[src/rtl/mvm_uart_tx.sv]
// mvm_uart_tx: serialises one NUM_WORDS-word result vector per valid/ready
// handshake onto the UART tx pin. Each word goes out as one frame, lowest word
// first. A frame is one start bit (0), the data bits LSB first, and then stop
// bits (1). There is no gap between frames.
// Optional build macro UART_TX_PARITY_EN: the first post-data bit carries even
// parity of the data word in place of the first stop bit.
module mvm_uart_tx #(
  parameter int unsigned CLOCKS_PER_PULSE = 33,
  parameter int unsigned BITS_PER_WORD    = 8,
  parameter int unsigned PACKET_SIZE_TX   = 13,
  parameter int unsigned NUM_WORDS        = 2
) (
  input  logic                               clk,
  input  logic                               rst,
  input  logic [NUM_WORDS*BITS_PER_WORD-1:0] s_data,
  input  logic                               s_valid,
  output logic                               s_ready,
  output logic                               tx,
  output logic                               busy
);

  localparam int unsigned VecW  = NUM_WORDS * BITS_PER_WORD;
  localparam int unsigned ClkW  = (CLOCKS_PER_PULSE > 1) ? $clog2(CLOCKS_PER_PULSE) : 1;
  localparam int unsigned BitW  = (PACKET_SIZE_TX > 1) ? $clog2(PACKET_SIZE_TX) : 1;
  localparam int unsigned WordW = (NUM_WORDS > 1) ? $clog2(NUM_WORDS) : 1;

  localparam logic [ClkW-1:0]  ClkLast  = ClkW'(CLOCKS_PER_PULSE - 1);
  localparam logic [BitW-1:0]  BitLast  = BitW'(PACKET_SIZE_TX - 1);
  localparam logic [BitW-1:0]  BitData  = BitW'(BITS_PER_WORD);
  localparam logic [WordW-1:0] WordLast = WordW'(NUM_WORDS - 1);

  typedef enum logic {StIdle, StSend} state_e;

  state_e             state_q, state_d;
  logic [VecW-1:0]    buf_q, buf_d;
  logic [WordW-1:0]   word_q, word_d;
  logic [BitW-1:0]    bit_q, bit_d;
  logic [ClkW-1:0]    clk_q, clk_d;
  logic               tx_q, tx_d;

  logic [BITS_PER_WORD-1:0] cur_word;
  logic [BITS_PER_WORD-1:0] data_shift;

  // The word being sent is always in the low bits of the buffer.
  assign cur_word   = buf_q[BITS_PER_WORD-1:0];
  // The next data bit index is bit_q+1, which is data bit bit_q of the word.
  assign data_shift = cur_word >> bit_q;

  // Next-state logic. tx_d holds the level of the bit that starts on the next edge.
  always_comb begin
    state_d = state_q;
    buf_d   = buf_q;
    word_d  = word_q;
    bit_d   = bit_q;
    clk_d   = clk_q;
    tx_d    = tx_q;
    unique case (state_q)
      StIdle: begin
        tx_d = 1'b1;
        if (s_valid) begin
          buf_d   = s_data;
          word_d  = '0;
          bit_d   = '0;
          clk_d   = '0;
          tx_d    = 1'b0;
          state_d = StSend;
        end
      end
      StSend: begin
        if (clk_q == ClkLast) begin
          clk_d = '0;
          if (bit_q == BitLast) begin
            bit_d = '0;
            if (word_q == WordLast) begin
              word_d  = '0;
              tx_d    = 1'b1;
              state_d = StIdle;
            end else begin
              word_d = word_q + 1'b1;
              buf_d  = buf_q >> BITS_PER_WORD;
              tx_d   = 1'b0;
            end
          end else begin
            bit_d = bit_q + 1'b1;
            if (bit_q < BitData) begin
              tx_d = data_shift[0];
`ifdef UART_TX_PARITY_EN
            end else if (bit_q == BitData) begin
              tx_d = ^cur_word;
`endif
            end else begin
              tx_d = 1'b1;
            end
          end
        end else begin
          clk_d = clk_q + 1'b1;
        end
      end
    endcase
  end

  // State and datapath registers. Reset aborts any frame and forces the line idle.
  always_ff @(posedge clk or posedge rst) begin
    if (rst) begin
      state_q <= StIdle;
      buf_q   <= '0;
      word_q  <= '0;
      bit_q   <= '0;
      clk_q   <= '0;
      tx_q    <= 1'b1;
    end else begin
      state_q <= state_d;
      buf_q   <= buf_d;
      word_q  <= word_d;
      bit_q   <= bit_d;
      clk_q   <= clk_d;
      tx_q    <= tx_d;
    end
  end

  assign tx      = tx_q;
  assign s_ready = (state_q == StIdle);
  assign busy    = (state_q == StSend);

endmodule
[config.mk]
export PLATFORM = sky130hd
export DESIGN_NAME = mvm_uart_tx
export DESIGN_NICKNAME = d
export VERILOG_FILES = /design/src/rtl/mvm_uart_tx.sv
export SDC_FILE = /design/constraint.sdc
export NUM_CORES = 1
export LEC_CHECK = 0
export BUFFER_PORTS_ARGS = -buffer_cell sky130_fd_sc_hd__buf_2
export CAP_MARGIN = 20
export CORE_UTILIZATION = 40
export CTS_BUF_LIST = sky130_fd_sc_hd__clkbuf_8
export CTS_CLUSTER_DIAMETER = 80
export DETAILED_ROUTE_END_ITERATION = 6
export PLACE_DENSITY = 0.6
export REMOVE_ABC_BUFFERS = 1
export SKIP_LAST_GASP = 1
export SYNTH_ARGS = -nofsm -noshare
export SYNTH_HDL_FRONTEND = slang
export SYNTH_SLANG_ARGS = --single-unit
[constraint.sdc]
create_clock -name clk -period 1.8 [get_ports clk]
set_clock_uncertainty 0.05 [all_clocks]
set_input_delay 0 -clock clk [delete_from_list [all_inputs] [get_ports clk]]
set_output_delay 0 -clock clk [all_outputs]
set_load 0.01 [all_outputs]
# Word-level counts from Yosys, hierarchy flattened
# Cells that the tools add are included.
[classes] addsub=3 reduce_logical=3 bitwise=1 mux=28 n_eq_ne=6 n_lt_le_gt_ge=1 n_shift=1
[ops] operator="two-way mux 16 bit" count=4
[ops] operator="case mux 16 bit (2 select lines)" count=1
[ops] operator="two-way mux 1 bit" count=13
[ops] operator="two-way mux 4 bit" count=3
[ops] operator="two-way mux 6 bit" count=2
[ops] operator="case mux 6 bit (2 select lines)" count=1
[ops] operator="case mux 4 bit (2 select lines)" count=1
[ops] operator=">> shifter 8 x 4 -> 1 bit" count=1
[ops] operator="adder 6 x 1 -> 6 bit (second input constant)" count=1
[ops] operator="equality test 6 bit (second input constant)" count=1
[ops] operator="case mux 1 bit (2 select lines)" count=3
[ops] operator="adder 4 x 1 -> 4 bit (second input constant)" count=1
[ops] operator="equality test 4 bit (second input constant)" count=1
[ops] operator="less-than comparator 4 bit (second input constant)" count=1
[ops] operator="!= test 2 x 1 -> 1 bit (second input constant)" count=2
[ops] operator="!= test 2 bit (second input constant)" count=2
[ops] operator="AND reduction 4 bit" count=1
[ops] operator="AND reduction 3 bit" count=1
[ops] operator="AND reduction 2 bit" count=1
[ops] operator="adder 1 bit (second input constant)" count=1
[ops] operator="NOT 1 bit" count=1
[totals] word_cells=49 reg_bits=29 inputBits=19 out_inout_bits=3

# Longest topological paths before layout
[depth] ltp_word=5 ltp_mapped=7 mapped_depth_nobuf=6

# Worst setup path after synthesis
# OpenSTA, ideal clock, no wires.
[synth_timing] kind="flip-flop to flip-flop" start="reg clk_q[2]" end="reg buf_q[0]" required_ns=1.613 n_path_buf=2 setup_time_ns=0.137 path_stages_with_launch=7 setup_slack_ns=-0.123 t_arrival_ns=1.736 cell_sequence="dfrtp_1 or3_1 buf_2 nor4_4 buf_6 mux2i_1 a21oi_1"
[synth_via] elab_chain_len=3
[synth_rtl] item="start, declared" line_no="38" source="logic [ClkW-1:0] clk_q, clk_d;"
[synth_rtl] item="start signal, assigned" line_no="116" source="clk_q <= clk_d;"
[synth_rtl] item="equality test 6 bit" line_no="70" source="if (clk_q == ClkLast) begin"
[synth_rtl] item="!= test 2 x 1 -> 1 bit (no line)"
[synth_rtl] item="AND reduction 4 bit (no line)"
[synth_rtl] item="end signal, assigned" line_no="113" source="buf_q <= buf_d;"
[synth_rtl] item="end, declared" line_no="35" source="logic [VecW-1:0] buf_q, buf_d;"
# Every way passes these cells.
# A chain may end at the register's enable or synchronous reset.

# Final worst setup path
[layout_timing] start="reg clk_q[2]" end="reg bit_q[2]"
[layout_via] elab_chain_len=3
[layout_rtl] item="equality test 6 bit" line_no="70"
[layout_rtl] item="!= test 2 x 1 -> 1 bit (no line)"
[layout_rtl] item="AND reduction 2 bit (no line)"
[layout_rtl] item="end signal, assigned" line_no="115" source="bit_q <= bit_d;"
[layout_rtl] item="end, declared" line_no="37" source="logic [BitW-1:0] bit_q, bit_d;"
# Every way passes these cells.

==> flow_summary.yaml <==
sta:
  post-route-min-period_ns: 1.78
  hold_slack_ns: 0.0689
  setup_tns_ns: 0
  rsz0062_at_grt: "yes"
  fin_ws_ns: 0.0153
  max_freq_ghz: 0.560
  tightest_slew_ns: 0.466
  drv_slew: 0
  final-hold-violation-count: 0
  min_period_over_period_pct: 99.2
  slew_headroom_pct: 68.8
  setup_viol: 0
layout:
  diodes: 0
  fin_cells: 265
  fin_nets: 239
  final_layout_size_suffix_gt1_share_pct: 27.6
  area_delta_synth_final_pct: 39.5
  nFillCells: 318
  design_area_mm2: 0.00213
power_and_ir_drop:
  power_frac_seq_pct: 43.5
  power_switching_uw: 892
  combPwrFrac_pct: 36.6
  intPower_mw: 1.63
  p_leak_nw: 0.924
  clkPwrFrac_pct: 19.9
  max-vdd-ir-drop_mv: 0.501
  power_density_mw_per_mm2: 1190
  p_sw_share_pct: 35.4
logic_synthesis:
  syn_area_per_cell_um2: 9.47
  ys_ff_latch: 29
  yosysUniqueCellTypes: 35
  synth_area_leader_cell: "dfrtp_1"
  synthMostInstantiatedCell: "dfrtp_1"
  synth_top_area_share_pct: 46.0
  synth_common_cells: "dfrtp_1, nand2_1, o21ai_0"
  synth_area_mm2: 0.00152
  yosys_warnings: 0
  seq_area_frac_synth_pct: 47.7
  synthTopCellsByArea: "dfrtp_1, nand2_1, o21ai_0"
  synth_flop_cell: "dfrtp_1"
  synthCells: 161
  synth_edf_count: 0
  synthArstFlopShare_pct: 100
min_path:
  holdPathStages: 2
  worstHoldStart: "s_valid"
  holdPathEnd: "clk_q[3]$_DFFE_PP0P_"
  hp-class: "in2reg"
critical_path:
  worstSetupPathType: "reg2reg"
  r2r_start: "clk_q[2]$_DFFE_PP0P_"
  startpoint: "clk_q[2]$_DFFE_PP0P_"
  required_ns: 1.90
  worstRegToRegCells: 5
  path_max_fanout: 6
  r2r-end: "bit_q[2]$_DFFE_PP0P_"
  cp-end-kind: "flop"
  arrival_ns: 1.89
  rrSetupSlack_ns: 0.02
  cp-start-kind: "flop"
placement:
  pre_cts_ws_ns: 0.0186
  post-dp-hpwl_um: 2330
  dp.cells: 234
  portBuffers: 21
  placed_area_mm2: 0.00176
  gp_congestion: 0.848
routing:
  drc: 0
  via_per_inst: 5.35
  post_drt_wl_per_cell_um: 14.3
  vias: 1417
  routed_wl_um: 3800
  firstDrtPassIters: 4
  ant_nets: 0
  first_iter_violations: 60
cts:
  cts_htree_levels: 2
  clk_pin_slew_ns: 0.06
  clkLatencyLatePin_ns: 0.28
  clockBufferDepth: 2
  cts_buffers: 5
  cts_tree: "yes"
  clock_sinks: 29
  clockRootBuffer: "clkbuf_8"
floorplan:
  row_count: 22
  die_h_um: 63.7
  fp.dieArea_mm2: 0.00406
  core-area_mm2: 0.00366
  start_util_pct: 41.6
  io_pins: 22
  die_w_um: 63.7
global_routing:
  grt_pass1_wl_um: 6130
  grt_overflow: 0
  grt_pass1_vias: 1336
  grt_max_degree: 30
  track_usage_pct: 19.9
  antenna_found_initial: 0
job:
  maxCapViolCount: 0
status:
  outcome: "complete, no violations"
-- layout make-up --
| class | instances | area, µm² | share of cell area, % |
|---|---|---|---|
| tap | 48 | 60.1 | 2.83 |
| inverter | 7 | 26.3 | 1.24 |
| clock buffer | 5 | 68.8 | 3.24 |
| timing repair buffer | 57 | 465 | 21.9 |
| clock inverter | 3 | 13.8 | 0.647 |
| sequential | 29 | 727 | 34.2 |
| multi-input combinational | 116 | 764 | 36.0 |
-- cell families after synthesis --
family          Yosys count  synth area share, %
xor+xnor                  3                 1.72
flops                    29                 47.7
mux                       9                 6.81
fa+ha+maj                 4                 3.28
compound gates           43                 17.8
buf+inv                  16                 4.60
simple gates             57                 18.1
-- per-stage QoR --
stage          power [mW]  util, %
2_1_floorplan        1.55        -
3_3_place_gp         1.85     47.9
3_5_place_dp         1.88     47.9
4_1_cts              2.41     54.9
5_1_grt              2.72     58.1
6_report             2.52     58.1
-- cell usage in the layout (no fill, tap or decap), types with 2 or more instances in the layout --
cell / instances
buf_2: 21
nor3_1: 5
o21ai_0: 16
ha_1: 3
o32ai_1: 8
and3_1: 2
clkbuf_8: 5
nor2b_1: 3
clkbuf_16: 2
a22o_1: 2
inv_2: 2
nor2_1: 8
buf_4: 16
inv_1: 6
nand3_1: 5
nand2_1: 24
a21oi_1: 8
mux2i_1: 7
dlygate4sd3_1: 17
a31oi_1: 3
clkinv_2: 2
dfrtp_1: 28
xnor2_1: 2
-- critical path, stage by stage, from the launching register on --
cell	delay, ns
dfrtp_1	0.40
or3_4	0.42
buf_4	0.17
or2_2	0.32
o211ai_1	0.20
nand3_1	0.11
-- power groups by stage --
stage                     sequential [mW]  clock, mW  combinational (mW)
after CTS                            1.07      0.514               0.834
final                                1.10      0.503               0.923
after global placement               1.07          0               0.783
after detailed placement             1.08          0               0.801
after floorplan                      1.08          0               0.470
after global routing                 1.13      0.553                1.04
-- sequential cells by signal, summed over array words and instances, names as in the netlist --
signal	flops
busy	1
buf_q	16
tx	1
clk_q	6
word_q	1
bit_q	4
-- worst max-delay path by stage --
stage	endpoint	depth (start not counted)
global route	buf_q[2]$_DFFE_PP0P_	8
finish	bit_q[2]$_DFFE_PP0P_	5
floorplan	buf_q[0]$_DFFE_PP0P_	4
detailed placement	buf_q[3]$_DFFE_PP0P_	5
global placement	bit_q[0]$_DFFE_PP0P_	5
CTS	buf_q[0]$_DFFE_PP0P_	5
-- metal layers --
metal,GRT usage [%],vias up,part of all wire [%]
li1,-,688,-
met1,24.6,689,47
met2,34.0,29,48
met3,4.35,11,2.4
met4,6.82,0,2.7
met5,0,-,0
-- repair_timing --
| action | in CTS | in global routing |
|---|---|---|
| hold endpoints to repair | 44 | 0 |
| endpoints found under the setup margin | 0 | 12 |
| hold buffers | 17 | 0 |
| gates resized for setup | 0 | 10 |
| buffers inserted | 0 | 4 |
No activity file was read; power rests on OpenSTA's default activity.
